**src/rtl/fsk_frame_sched.sv**
```systemverilog
// Demand-driven frame scheduler for the FSK link: picks one word source per frame
// and sequences preamble, 16 data bits and guard with its own bit timing.
module fsk_frame_sched #(
    parameter int BIT_DIV   = 16,
    parameter int PRE_BITS  = 4,
    parameter int GUARD_CYC = 8
) (
    input  logic       sysclk,
    input  logic       reset,
    input  logic       adc_req,
    input  logic       test_req,
    input  logic       abort,
    output logic       grant_adc,
    output logic       grant_test,
    output logic       sel_test,
    output logic       trans_enable,
    output logic       test_enable,
    output logic       dec_enable,
    output logic       bit_strobe,
    output logic [3:0] bit_index,
    output logic       busy,
    output logic       frame_done,
    output logic       abort_flag,
    output logic [2:0] dbg_state
);

    localparam int CW = $clog2(BIT_DIV);
    localparam int PW = (PRE_BITS > 1) ? $clog2(PRE_BITS) : 1;
    localparam int GW = (GUARD_CYC > 1) ? $clog2(GUARD_CYC) : 1;

    typedef enum logic [2:0] {
        S_IDLE  = 3'd0,
        S_LOAD  = 3'd1,
        S_PRE   = 3'd2,
        S_DATA  = 3'd3,
        S_GUARD = 3'd4,
        S_DONE  = 3'd5
    } state_t;

    state_t         r_state;
    logic [CW-1:0]  r_bit_cnt;
    logic [PW-1:0]  r_pre_cnt;
    logic [GW-1:0]  r_guard_cnt;
    logic           r_last_test;

    logic w_any_req;
    logic w_pick_test;
    logic w_last_bit;
    logic w_abort_now;

    // Round-robin: on a tie the source that did not own the previous frame wins.
    assign w_any_req   = adc_req | test_req;
    assign w_pick_test = test_req & (~adc_req | ~r_last_test);
    assign w_last_bit  = (r_bit_cnt == CW'(BIT_DIV - 1));
    assign w_abort_now = abort & (r_state == S_LOAD || r_state == S_PRE ||
                                  r_state == S_DATA || r_state == S_GUARD);
    assign dbg_state   = r_state;

    always_ff @(posedge sysclk or negedge reset) begin
        if (!reset) begin
            r_state      <= S_IDLE;
            r_bit_cnt    <= '0;
            r_pre_cnt    <= '0;
            r_guard_cnt  <= '0;
            r_last_test  <= 1'b1;
            grant_adc    <= 1'b0;
            grant_test   <= 1'b0;
            sel_test     <= 1'b0;
            trans_enable <= 1'b0;
            test_enable  <= 1'b0;
            dec_enable   <= 1'b0;
            bit_strobe   <= 1'b0;
            bit_index    <= 4'd0;
            busy         <= 1'b0;
            frame_done   <= 1'b0;
            abort_flag   <= 1'b0;
        end else begin
            grant_adc  <= 1'b0;
            grant_test <= 1'b0;
            bit_strobe <= 1'b0;
            frame_done <= 1'b0;
            abort_flag <= 1'b0;
            if (w_abort_now) begin
                // last_grant is left alone so the aborted source loses the next tie
                r_state      <= S_IDLE;
                abort_flag   <= 1'b1;
                sel_test     <= 1'b0;
                trans_enable <= 1'b0;
                test_enable  <= 1'b0;
                dec_enable   <= 1'b0;
                bit_index    <= 4'd0;
                busy         <= 1'b0;
                r_bit_cnt    <= '0;
                r_pre_cnt    <= '0;
                r_guard_cnt  <= '0;
            end else begin
                case (r_state)
                    S_IDLE: begin
                        if (w_any_req) begin
                            r_state     <= S_LOAD;
                            busy        <= 1'b1;
                            grant_adc   <= ~w_pick_test;
                            grant_test  <= w_pick_test;
                            sel_test    <= w_pick_test;
                            r_last_test <= w_pick_test;
                            r_bit_cnt   <= '0;
                            r_pre_cnt   <= '0;
                            bit_index   <= 4'd0;
                        end
                    end
                    S_LOAD: begin
                        r_state      <= S_PRE;
                        trans_enable <= 1'b1;
                        test_enable  <= 1'b1;
                    end
                    S_PRE: begin
                        if (w_last_bit) begin
                            r_bit_cnt <= '0;
                            if (r_pre_cnt == PW'(PRE_BITS - 1)) begin
                                r_pre_cnt   <= '0;
                                r_state     <= S_DATA;
                                test_enable <= 1'b0;
                                dec_enable  <= 1'b1;
                            end else begin
                                r_pre_cnt <= r_pre_cnt + 1'b1;
                            end
                        end else begin
                            r_bit_cnt <= r_bit_cnt + 1'b1;
                        end
                    end
                    S_DATA: begin
                        if (w_last_bit) begin
                            r_bit_cnt <= '0;
                            if (bit_index == 4'd15) begin
                                bit_index    <= 4'd0;
                                r_state      <= S_GUARD;
                                trans_enable <= 1'b0;
                                r_guard_cnt  <= '0;
                            end else begin
                                bit_index <= bit_index + 4'd1;
                            end
                        end else begin
                            r_bit_cnt <= r_bit_cnt + 1'b1;
                            // strobe is registered, so raise it one cycle ahead of the last count
                            bit_strobe <= (r_bit_cnt == CW'(BIT_DIV - 2));
                        end
                    end
                    S_GUARD: begin
                        if (r_guard_cnt == GW'(GUARD_CYC - 1)) begin
                            r_state     <= S_DONE;
                            frame_done  <= 1'b1;
                            dec_enable  <= 1'b0;
                            sel_test    <= 1'b0;
                            r_guard_cnt <= '0;
                        end else begin
                            r_guard_cnt <= r_guard_cnt + 1'b1;
                        end
                    end
                    S_DONE: begin
                        r_state <= S_IDLE;
                        busy    <= 1'b0;
                    end
                    default: begin
                        r_state <= S_IDLE;
                        busy    <= 1'b0;
                    end
                endcase
            end
        end
    end

endmodule

```
**config.mk**
```make
export PLATFORM = sky130hd
export DESIGN_NAME = fsk_frame_sched
export DESIGN_NICKNAME = d
export VERILOG_FILES = /design/src/rtl/fsk_frame_sched.sv
export SDC_FILE = /design/constraint.sdc
export NUM_CORES = 1
export LEC_CHECK = 0
export CAP_MARGIN = 10
export CORE_MARGIN = 2
export CORE_UTILIZATION = 40
export DETAILED_ROUTE_END_ITERATION = 8
export HOLD_SLACK_MARGIN = 0.15
export PLACE_DENSITY = 0.63
export SYNTH_ARGS = -nofsm -noshare
export SYNTH_HDL_FRONTEND = slang
export SYNTH_SLANG_ARGS = --single-unit
```
**constraint.sdc**
```tcl
create_clock -name sysclk -period 2.17 [get_ports sysclk]
set_clock_uncertainty 0.2 [all_clocks]
set_input_delay 0.3255 -clock sysclk [delete_from_list [all_inputs] [get_ports sysclk]]
set_output_delay 0.3255 -clock sysclk [all_outputs]
set_load 0.03 [all_outputs]
```
==> impl_metrics.json <==
{
  "cts.sinks": 27,
  "syn-num-nets": 167,
  "syn_area_per_cell_um2": 9.78,
  "slowest_delay_ns": 0.71,
  "route.detailed.drc": 0,
  "required_ns": 1.64,
  "leakagePower_uw": 0.000831,
  "crit_family": "buffers and inverters",
  "crit_cells": 1,
  "die_h_um": 65.8,
  "maxSlewHeadroom_pct": 60.9,
  "synthFlopType": "dfrtp_1",
  "overflow": 0,
  "postCtsSetupRepairBufs": 0,
  "cts_resized": 0,
  "end_kind": "primary output",
  "drtIter0Drc": 52,
  "initial_core_util_pct": 41.7,
  "layout.nets": 192,
  "synth-seq-cells": 27,
  "drt_wl_total_mm": 3.22,
  "clockBufferDepth": 2,
  "die_x_um": 65.8,
  "hold_violations": 0,
  "regToRegSetupSlack_ns": 0.22,
  "synth_area_mm2": 0.00153,
  "r2r-end": "r_guard_cnt[0]",
  "r2r_cells": 5,
  "worst_pin_slew_ns": 0.587,
  "rsz0062_at_grt": "no",
  "async_reset_ff_share_pct": 100,
  "yosysUniqueCellTypes": 45,
  "fmax_ghz": 0.495,
  "grt_pass1_vias": 1200,
  "drv_cap": 0,
  "path_cells": "clkdlybuf4s50_1",
  "layout-drive-gt1-share_pct": 11.7,
  "dieArea_mm2": 0.00432,
  "h-tree-depth": 1,
  "coreArea_mm2": 0.00366,
  "report.final.slew_viol_count": 0,
  "worstHoldPathType": "in2async",
  "grt_antenna_before_repair": 0,
  "p_sw_share_pct": 39.4,
  "fill_cells": 336,
  "internal_power_uw": 1070,
  "layout_min_cycle_time_ns": 2.02,
  "crit_buf_inv": 1,
  "cts_buffers": 3,
  "first_pass_iters": 4,
  "min_period_over_period_pct": 93.1,
  "ctsHoldBuffers": 0,
  "status": "finished, final reports clean",
  "synth_warnings": 0,
  "ir_drop_v": 0.000308,
  "globalplace.congestion": 0.820,
  "finalSetupTns_ns": 0,
  "setup_viol": 0,
  "vias_per_cell": 5.55,
  "pwr-share-clk_pct": 16.1,
  "netlist_instances": 156,
  "track_usage_pct": 16.6,
  "cts_tree": "done",
  "area_growth_pct": 20.9,
  "p_sw_uw": 694,
  "grt_max_degree": 28,
  "clk_pin_slew_ns": 0.09,
  "critPathKind": "reg2out",
  "cp_data_arrival_time_ns": 1.50,
  "final_common_cell": "dfrtp_1",
  "pwr-share-seq_pct": 38.8,
  "io_buffers": 21,
  "crit_path_start_kind": "register",
  "ys_seq_area_share_pct": 44.4,
  "ios": 22,
  "ant_nets": 0,
  "insertion_delay_ns": 0.27,
  "dp_hpwl_mm": 2.36,
  "whs_ns": 0.219,
  "pwr-share-comb_pct": 45.1,
  "synth_edf_count": 0,
  "r2r-start": "r_bit_cnt[1]",
  "crit_slowest_cell": "clkdlybuf4s50_1",
  "cellPowerDensity_mw_per_mm2": 956,
  "via_count": 1266,
  "final_cell_mix": "25 x dfrtp_1, 21 x clkdlybuf4s50_1, 13 x nor2_1, 11 x o21ai_0, 11 x a21oi_1",
  "grt_pass1_wl_mm": 5.61,
  "antennaDiodeCount": 0,
  "wire_per_inst_um": 14.1,
  "path_max_fanout": 12,
  "root_buffer": "clkbuf_8",
  "num_rows": 22
}
[logic make-up after synthesis]
group	after synthesis	share of synthesized area, %
mux	3	2.63
buf+inv	14	5.25
simple gates	52	18.0
fa+ha+maj	6	4.92
compound gates	54	24.9
flops	27	44.4
[routing by layer]
layer / track usage, % / wire (µm) / vias to the layer above
li1: - / - / 624
met1: 23.4 / 1540 / 596
met2: 26.0 / 1490 / 38
met3: 2.40 / 148 / 8
met4: 5.99 / 42 / 0
met5: 0 / 0 / -
[power groups by stage]
stage	sequential (µW)	clock (µW)	combinational [µW]
4_1_cts	688	295	800
2_1_floorplan	835	0	407
6_report	685	284	795
5_1_grt	705	321	881
3_3_place_gp	692	0	791
3_5_place_dp	700	0	794
[final cells by class]
cell class / count / area [µm²] / share of cell area [%]
repair buffers: 30 / 278 / 15.1
multi-input cells: 115 / 768 / 41.7
flip-flops and latches: 27 / 678 / 36.8
clock buffers: 4 / 45.0 / 2.44
inverters: 4 / 15.0 / 0.814
well taps: 48 / 60.1 / 3.26
[state kept, by name, indices dropped and copies added (netlist names), 2 cells and up]
signal       count
dbg_state        3
r_guard_cnt      3
r_bit_cnt        4
r_pre_cnt        2
bit_index        4
[Yosys cell counts (2+ instances only)]
library cell / count / share of area, %
mux2_4: 2 / 2.0
nor3_1: 6 / 2.0
o21a_1: 3 / 1.5
o2bb2ai_1: 4 / 2.3
o22ai_1: 2 / 0.82
and3_1: 4 / 1.6
a21oi_1: 11 / 3.6
nand2_1: 6 / 1.5
inv_1: 4 / 0.98
dfrtp_1: 26 / 43
nor2_1: 13 / 3.2
nand2b_1: 4 / 1.6
a21o_1: 3 / 1.5
o21ai_0: 11 / 3.6
nor4_1: 2 / 0.82
buf_6: 2 / 1.5
a22o_1: 5 / 2.9
a31oi_1: 3 / 1.2
ha_1: 6 / 4.9
and2_1: 2 / 0.82
nand3_1: 6 / 2.0
buf_2: 7 / 2.3
a211oi_1: 2 / 0.98
[through the flow]
step | total power (µW) | setup WS [ns] | instances | cell area (µm²) | utilization, %
after global placement | 1480 | 0.194 | 224 | 1800 | 49.1
after floorplan | 1240 | 0.293 | 156 | 1530 | -
after detailed placement | 1490 | 0.155 | 224 | 1800 | 49.1
after global routing | 1910 | 0.0931 | 228 | 1840 | 50.4
after CTS | 1780 | 0.0172 | 228 | 1840 | 50.3
final | 1760 | 0.149 | 228 | 1840 | 50.4
[worst max-delay path by stage]
stage,endpoint,slack [ns],start
global placement,r_pre_cnt[1],0.19,abort
detailed placement,bit_index[0],0.16,abort
finish,dbg_state[2],0.15,dbg_state[2]
floorplan,r_pre_cnt[0],0.29,dbg_state[1]
CTS,dbg_state[2],0.02,dbg_state[2]
global route,r_guard_cnt[0],0.09,r_bit_cnt[1]
(Power assumes the default switching activity.)
